### src/rtl/median_window_ctrl.sv
// median_window_ctrl: walks a ROW x COL frame in address order and, for each
// centre pixel, gathers its edge-clamped 3x3 neighbourhood from a single-port
// 1-cycle-latency memory, then offers the window to the median filter through
// a valid/ready handshake. Emits one done pulse per completed frame.
module median_window_ctrl #(
    parameter int ROW = 430,
    parameter int COL = 554,
    parameter int AW  = 18,
    parameter int DW  = 8
) (
    input  logic              clk,
    input  logic              rst,
    input  logic              start,
    output logic              busy,
    output logic              done,
    output logic              rd_en,
    output logic [AW-1:0]     rd_addr,
    input  logic [DW-1:0]     rd_data,
    output logic              win_valid,
    input  logic              win_ready,
    output logic [9*DW-1:0]   win_data,
    output logic [AW-1:0]     win_addr,
    output logic              win_last
);

    localparam int RW = (ROW > 1) ? $clog2(ROW) : 1;
    localparam int CW = (COL > 1) ? $clog2(COL) : 1;
    localparam logic [RW-1:0] R_MAX  = RW'(ROW - 1);
    localparam logic [CW-1:0] C_MAX  = CW'(COL - 1);
    localparam logic [AW-1:0] STRIDE = AW'(ROW);

    typedef enum logic [2:0] {
        S_IDLE,
        S_FETCH,
        S_WAIT,
        S_PRESENT,
        S_DONE
    } state_t;

    state_t                 state;
    logic [RW-1:0]          r;
    logic [CW-1:0]          c;
    logic [AW-1:0]          cen;
    logic [3:0]             k;
    logic                   cap_en;
    logic [3:0]             cap_k;
    logic [8:0][DW-1:0]     win_q;

    logic [RW-1:0]          nxt_r;
    logic [CW-1:0]          nxt_c;
    logic [AW-1:0]          nxt_cen;
    logic [AW-1:0]          fetch_addr;
    logic [AW-1:0]          hs_addr;

    assign win_data = win_q;

    // Slot address from the centre by +-1 / +-ROW steps; an offset is dropped
    // when it would leave the frame, which replicates the edge pixel.
    function automatic logic [AW-1:0] slot_addr(input logic [AW-1:0] a_cen,
                                                input logic [RW-1:0] a_r,
                                                input logic [CW-1:0] a_c,
                                                input logic [3:0]    a_k);
        logic [AW-1:0] a;
        a = a_cen;
        if (a_k <= 4'd2) begin
            if (a_r != '0) a = a - AW'(1);
        end else if (a_k >= 4'd6) begin
            if (a_r != R_MAX) a = a + AW'(1);
        end
        case (a_k)
            4'd0, 4'd3, 4'd6: if (a_c != '0)    a = a - STRIDE;
            4'd2, 4'd5, 4'd8: if (a_c != C_MAX) a = a + STRIDE;
            default: ;
        endcase
        return a;
    endfunction

    // Next-pixel coordinates and the next read address in each situation.
    always_comb begin
        nxt_r      = (r == R_MAX) ? '0 : r + RW'(1);
        nxt_c      = (r == R_MAX) ? c + CW'(1) : c;
        nxt_cen    = cen + AW'(1);
        fetch_addr = slot_addr(cen, r, c, k + 4'd1);
        hs_addr    = slot_addr(nxt_cen, nxt_r, nxt_c, 4'd0);
    end

    // Sequencer FSM: all outputs registered; read data lands in slot cap_k
    // one cycle after its read strobe.
    always_ff @(posedge clk) begin
        if (rst) begin
            state     <= S_IDLE;
            r         <= '0;
            c         <= '0;
            cen       <= '0;
            k         <= '0;
            cap_en    <= 1'b0;
            cap_k     <= '0;
            win_q     <= '0;
            busy      <= 1'b0;
            done      <= 1'b0;
            rd_en     <= 1'b0;
            rd_addr   <= '0;
            win_valid <= 1'b0;
            win_addr  <= '0;
            win_last  <= 1'b0;
        end else begin
            cap_en <= rd_en;
            cap_k  <= k;
            if (cap_en && (state == S_FETCH || state == S_WAIT))
                win_q[cap_k] <= rd_data;

            case (state)
                S_IDLE: begin
                    r   <= '0;
                    c   <= '0;
                    cen <= '0;
                    if (start) begin
                        state   <= S_FETCH;
                        busy    <= 1'b1;
                        rd_en   <= 1'b1;
                        rd_addr <= slot_addr('0, '0, '0, 4'd0);
                        k       <= '0;
                    end
                end
                S_FETCH: begin
                    if (k == 4'd8) begin
                        rd_en <= 1'b0;
                        state <= S_WAIT;
                    end else begin
                        k       <= k + 4'd1;
                        rd_addr <= fetch_addr;
                    end
                end
                S_WAIT: begin
                    state     <= S_PRESENT;
                    win_valid <= 1'b1;
                    win_addr  <= cen;
                    win_last  <= (r == R_MAX) && (c == C_MAX);
                end
                S_PRESENT: begin
                    if (win_ready) begin
                        win_valid <= 1'b0;
                        if (win_last) begin
                            state <= S_DONE;
                            done  <= 1'b1;
                        end else begin
                            r       <= nxt_r;
                            c       <= nxt_c;
                            cen     <= nxt_cen;
                            k       <= '0;
                            rd_en   <= 1'b1;
                            rd_addr <= hs_addr;
                            state   <= S_FETCH;
                        end
                    end
                end
                S_DONE: begin
                    done     <= 1'b0;
                    busy     <= 1'b0;
                    win_last <= 1'b0;
                    r        <= '0;
                    c        <= '0;
                    cen      <= '0;
                    state    <= S_IDLE;
                end
                default: state <= S_IDLE;
            endcase
        end
    end

endmodule

### config.mk
export PLATFORM = sky130hd
export DESIGN_NAME = median_window_ctrl
export DESIGN_NICKNAME = d
export VERILOG_FILES = /design/src/rtl/median_window_ctrl.sv
export SDC_FILE = /design/constraint.sdc
export NUM_CORES = 1
export LEC_CHECK = 0
export ABC_AREA = 1
export BUFFER_PORTS_ARGS = -buffer_cell sky130_fd_sc_hd__buf_4
export CELL_PAD_IN_SITES_DETAIL_PLACEMENT = 0
export CELL_PAD_IN_SITES_GLOBAL_PLACEMENT = 1
export CORE_MARGIN = 2
export CORE_UTILIZATION = 40
export DETAILED_ROUTE_END_ITERATION = 8
export GPL_TIMING_DRIVEN = 0
export PLACE_DENSITY = 0.8
export SLEW_MARGIN = 40
export SYNTH_ARGS = -nofsm -noshare
export SYNTH_HDL_FRONTEND = slang
export SYNTH_SLANG_ARGS = --single-unit
### constraint.sdc
create_clock -name clk -period 6.9 [get_ports clk]
set_input_delay 0.69 -clock clk [delete_from_list [all_inputs] [get_ports clk]]
set_output_delay 0.69 -clock clk [all_outputs]
set_load 0.01 [all_outputs]
==> impl_metrics.toml <==
[outcome]
status = "completed"

[setup_path]
worstSetupEndpointType = "register"
critPathLaunchType = "register"
critical_path_class = "reg -> reg"
cp_data_required_time_ps = 7210
cp.arrival_ps = 3980
crit_fanout = 10

[power_and_ir_drop]
irDropWorstVdd_mv = 0.189
combPwrFrac = 0.540
power.total_mw = 4.59
p_per_area_nw_per_um2 = 354
p_switching_mw = 2.36
cellLeakagePower_nw = 5.74
swShare = 0.515
seqPwrFrac = 0.240
clock_power_share = 0.220
internal-power_mw = 2.23

[timing]
period_share = 0.531
period_minus_slack_ps = 3670
setup_viol = 0
report.final.hold_viol_count = 0
rsz0062_at_grt = "false"
timing.slew.headroom = 0.442
max_clock_freq_ghz = 0.273
fin_skew_ps = 13.9
finalWorstSetupSlack_ps = 3230
tightest_slew_ps = 830
drv_slew = 0
hold_ws_ps = 455
tns_ps = 0

[floorplanning]
start_util = 0.408
die_height_microns = 170
die_w_microns = 170
die-area_sq_um = 28900
rows = 60
boundaryPins = 125
coreArea_sq_um = 27000

[detailed_routing]
route.detailed.wl_per_inst_microns = 17.8
drt_iter0_drc = 1281
wl_microns = 40700
dr.pass1.iters = 6
detail-route-antenna-nets = 0
route.detailed.drc = 0
vias = 12600
routed_via_density = 5.50

[yosys]
ys_seq_area_frac = 0.294
synth_ff_type = "dfxtp_1"
synth_nets = 1830
syn_area_sq_um = 11000
ys_ff_latch = 162
syn_area_per_cell_sq_um = 6.11
synth_edf_count = 0
yosys_warnings = 0
ys_types = 51
synthCells = 1803
async_reset_ff_frac = 0

[run]
drv_cap = 0

[cts]
htree_levels = 4
root_buffer = "clkbuf_16"
post_cts_buffers = 0
cts_buffers = 17
cts_tree = "yes"
post_cts_resized = 0
clk_path_buf_depth = 2
cts-hold-fix-buffers = 0
clkSinkCount = 162
clkTransAtPathRegs_ps = 80
clk_latency_ps = 450

[cells_and_area]
stdcell_count = 2292
seqCellArea_sq_um = 3240
syn2layout_area_growth_pct = 17.6
multi_input_area_sq_um = 6850
layout_commonest_cell = "nand2_1"
fin_area_sq_um = 13000
final_nets = 1965
final_cell_mix = "554 x nand2_1, 239 x nand3_1, 174 x a21oi_1"
antenna_cells = 0
final_util = 0.480
drive_gt1_frac = 0.147
fillers = 2874

[placed_design]
place_area_sq_um = 12300
dpl.hpwl_microns = 31400
portBuffers = 116
pre_cts_ws_ps = 3360
place_inst = 2260
finalWeightedCongestion = 0.957

[grt]
antenna_found_initial = 0
grt_max_degree = 21
grt_pass1_vias = 11600
grt_pass1_wl_microns = 63500
grt_use_total = 0.282
grt_overflow = 0

[min_path]
worstHoldPathType = "reg -> reg"
## synthesized netlist by cell type, drive strengths merged, types with 7 or more instances
cell type | n | share of area
nand3 | 247 | 0.12
dfxtp | 162 | 0.29
nand2 | 595 | 0.21
o21ai | 86 | 0.040
inv | 151 | 0.052
nor3 | 23 | 0.013
buf | 36 | 0.019
ha | 15 | 0.017
xor2 | 15 | 0.013
nand4 | 40 | 0.023
o211ai | 7 | 0.0048
a21oi | 177 | 0.081
clkbuf | 44 | 0.015
nor2 | 167 | 0.071
## layer usage
| metal | routed length, microns | track usage |
|---|---|---|
| met1 | 18200 | 0.373 |
| met2 | 18900 | 0.480 |
| met3 | 2510 | 0.0307 |
| met4 | 1070 | 0.0918 |
| met5 | 0 | 0 |
## registers in the layout, indices dropped and copies added (netlist names), 3 cells and up
register and flops:
win_data 72, cen 18, rd_addr 18, win_addr 18
c 10, r 9, cap_k 4, k 4
state 3
## worst paths after layout
| path | startpoint | slack, ps | cells past startpoint | end |
|---|---|---|---|---|
| max | k[0]$_SDFFE_PP0P_ | 3230 | 13 | rd_addr[4]$_SDFFE_PP0P_ |
| min | rd_en$_SDFFE_PP0P_ | 450 | 2 | cap_en$_SDFF_PP0_ |
| max reg2reg | k[0]$_SDFFE_PP0P_ | 3230 | 13 | rd_addr[4]$_SDFFE_PP0P_ |
| min reg2reg | rd_en$_SDFFE_PP0P_ | 450 | 2 | cap_en$_SDFF_PP0_ |
## kinds of logic (layout without fill, tap and decap cells)
group	after synthesis	in the layout	share of synthesized area
AOI/OAI and AO/OA	289	289	0.140
xor gates and xnor gates	19	19	0.0158
adders and majority gates	15	15	0.0170
buffers and inverters	233	381	0.0865
DFF	162	162	0.294
and+or+nand+nor	1085	1085	0.447
## power by group through the flow
stage                     Combinational (mW)  Clock (mW)  Sequential, mW
after CTS                               2.44        1.01            1.10
after floorplan                         1.62           0            1.14
after detailed placement                2.43           0            1.12
after global routing                    2.71        1.06            1.11
after global placement                  2.42           0            1.12
final                                   2.48        1.01            1.10
## area by class of cell
class | count | share of cell area
multi-input combinational | 1408 | 0.528
buffer | 80 | 0.0291
timing repair buffer | 116 | 0.0672
inverter | 153 | 0.0445
tap | 341 | 0.0329
clock inverter | 15 | 0.0153
sequential | 162 | 0.250
clock buffer | 17 | 0.0328
## worst max-delay path: stages, from the launching register on
cell and delay [ps]:
dfxtp_1 440, ha_1 230, nand2_1 100, nand2_1 170, nand2_1 120, o21ai_1 590
inv_1 250, nor2_2 380, inv_1 250, clkbuf_1 340, o211ai_1 370, o21ai_1 150
nand2_1 90, a21oi_1 50
Power figures use the tool's default switching activity.
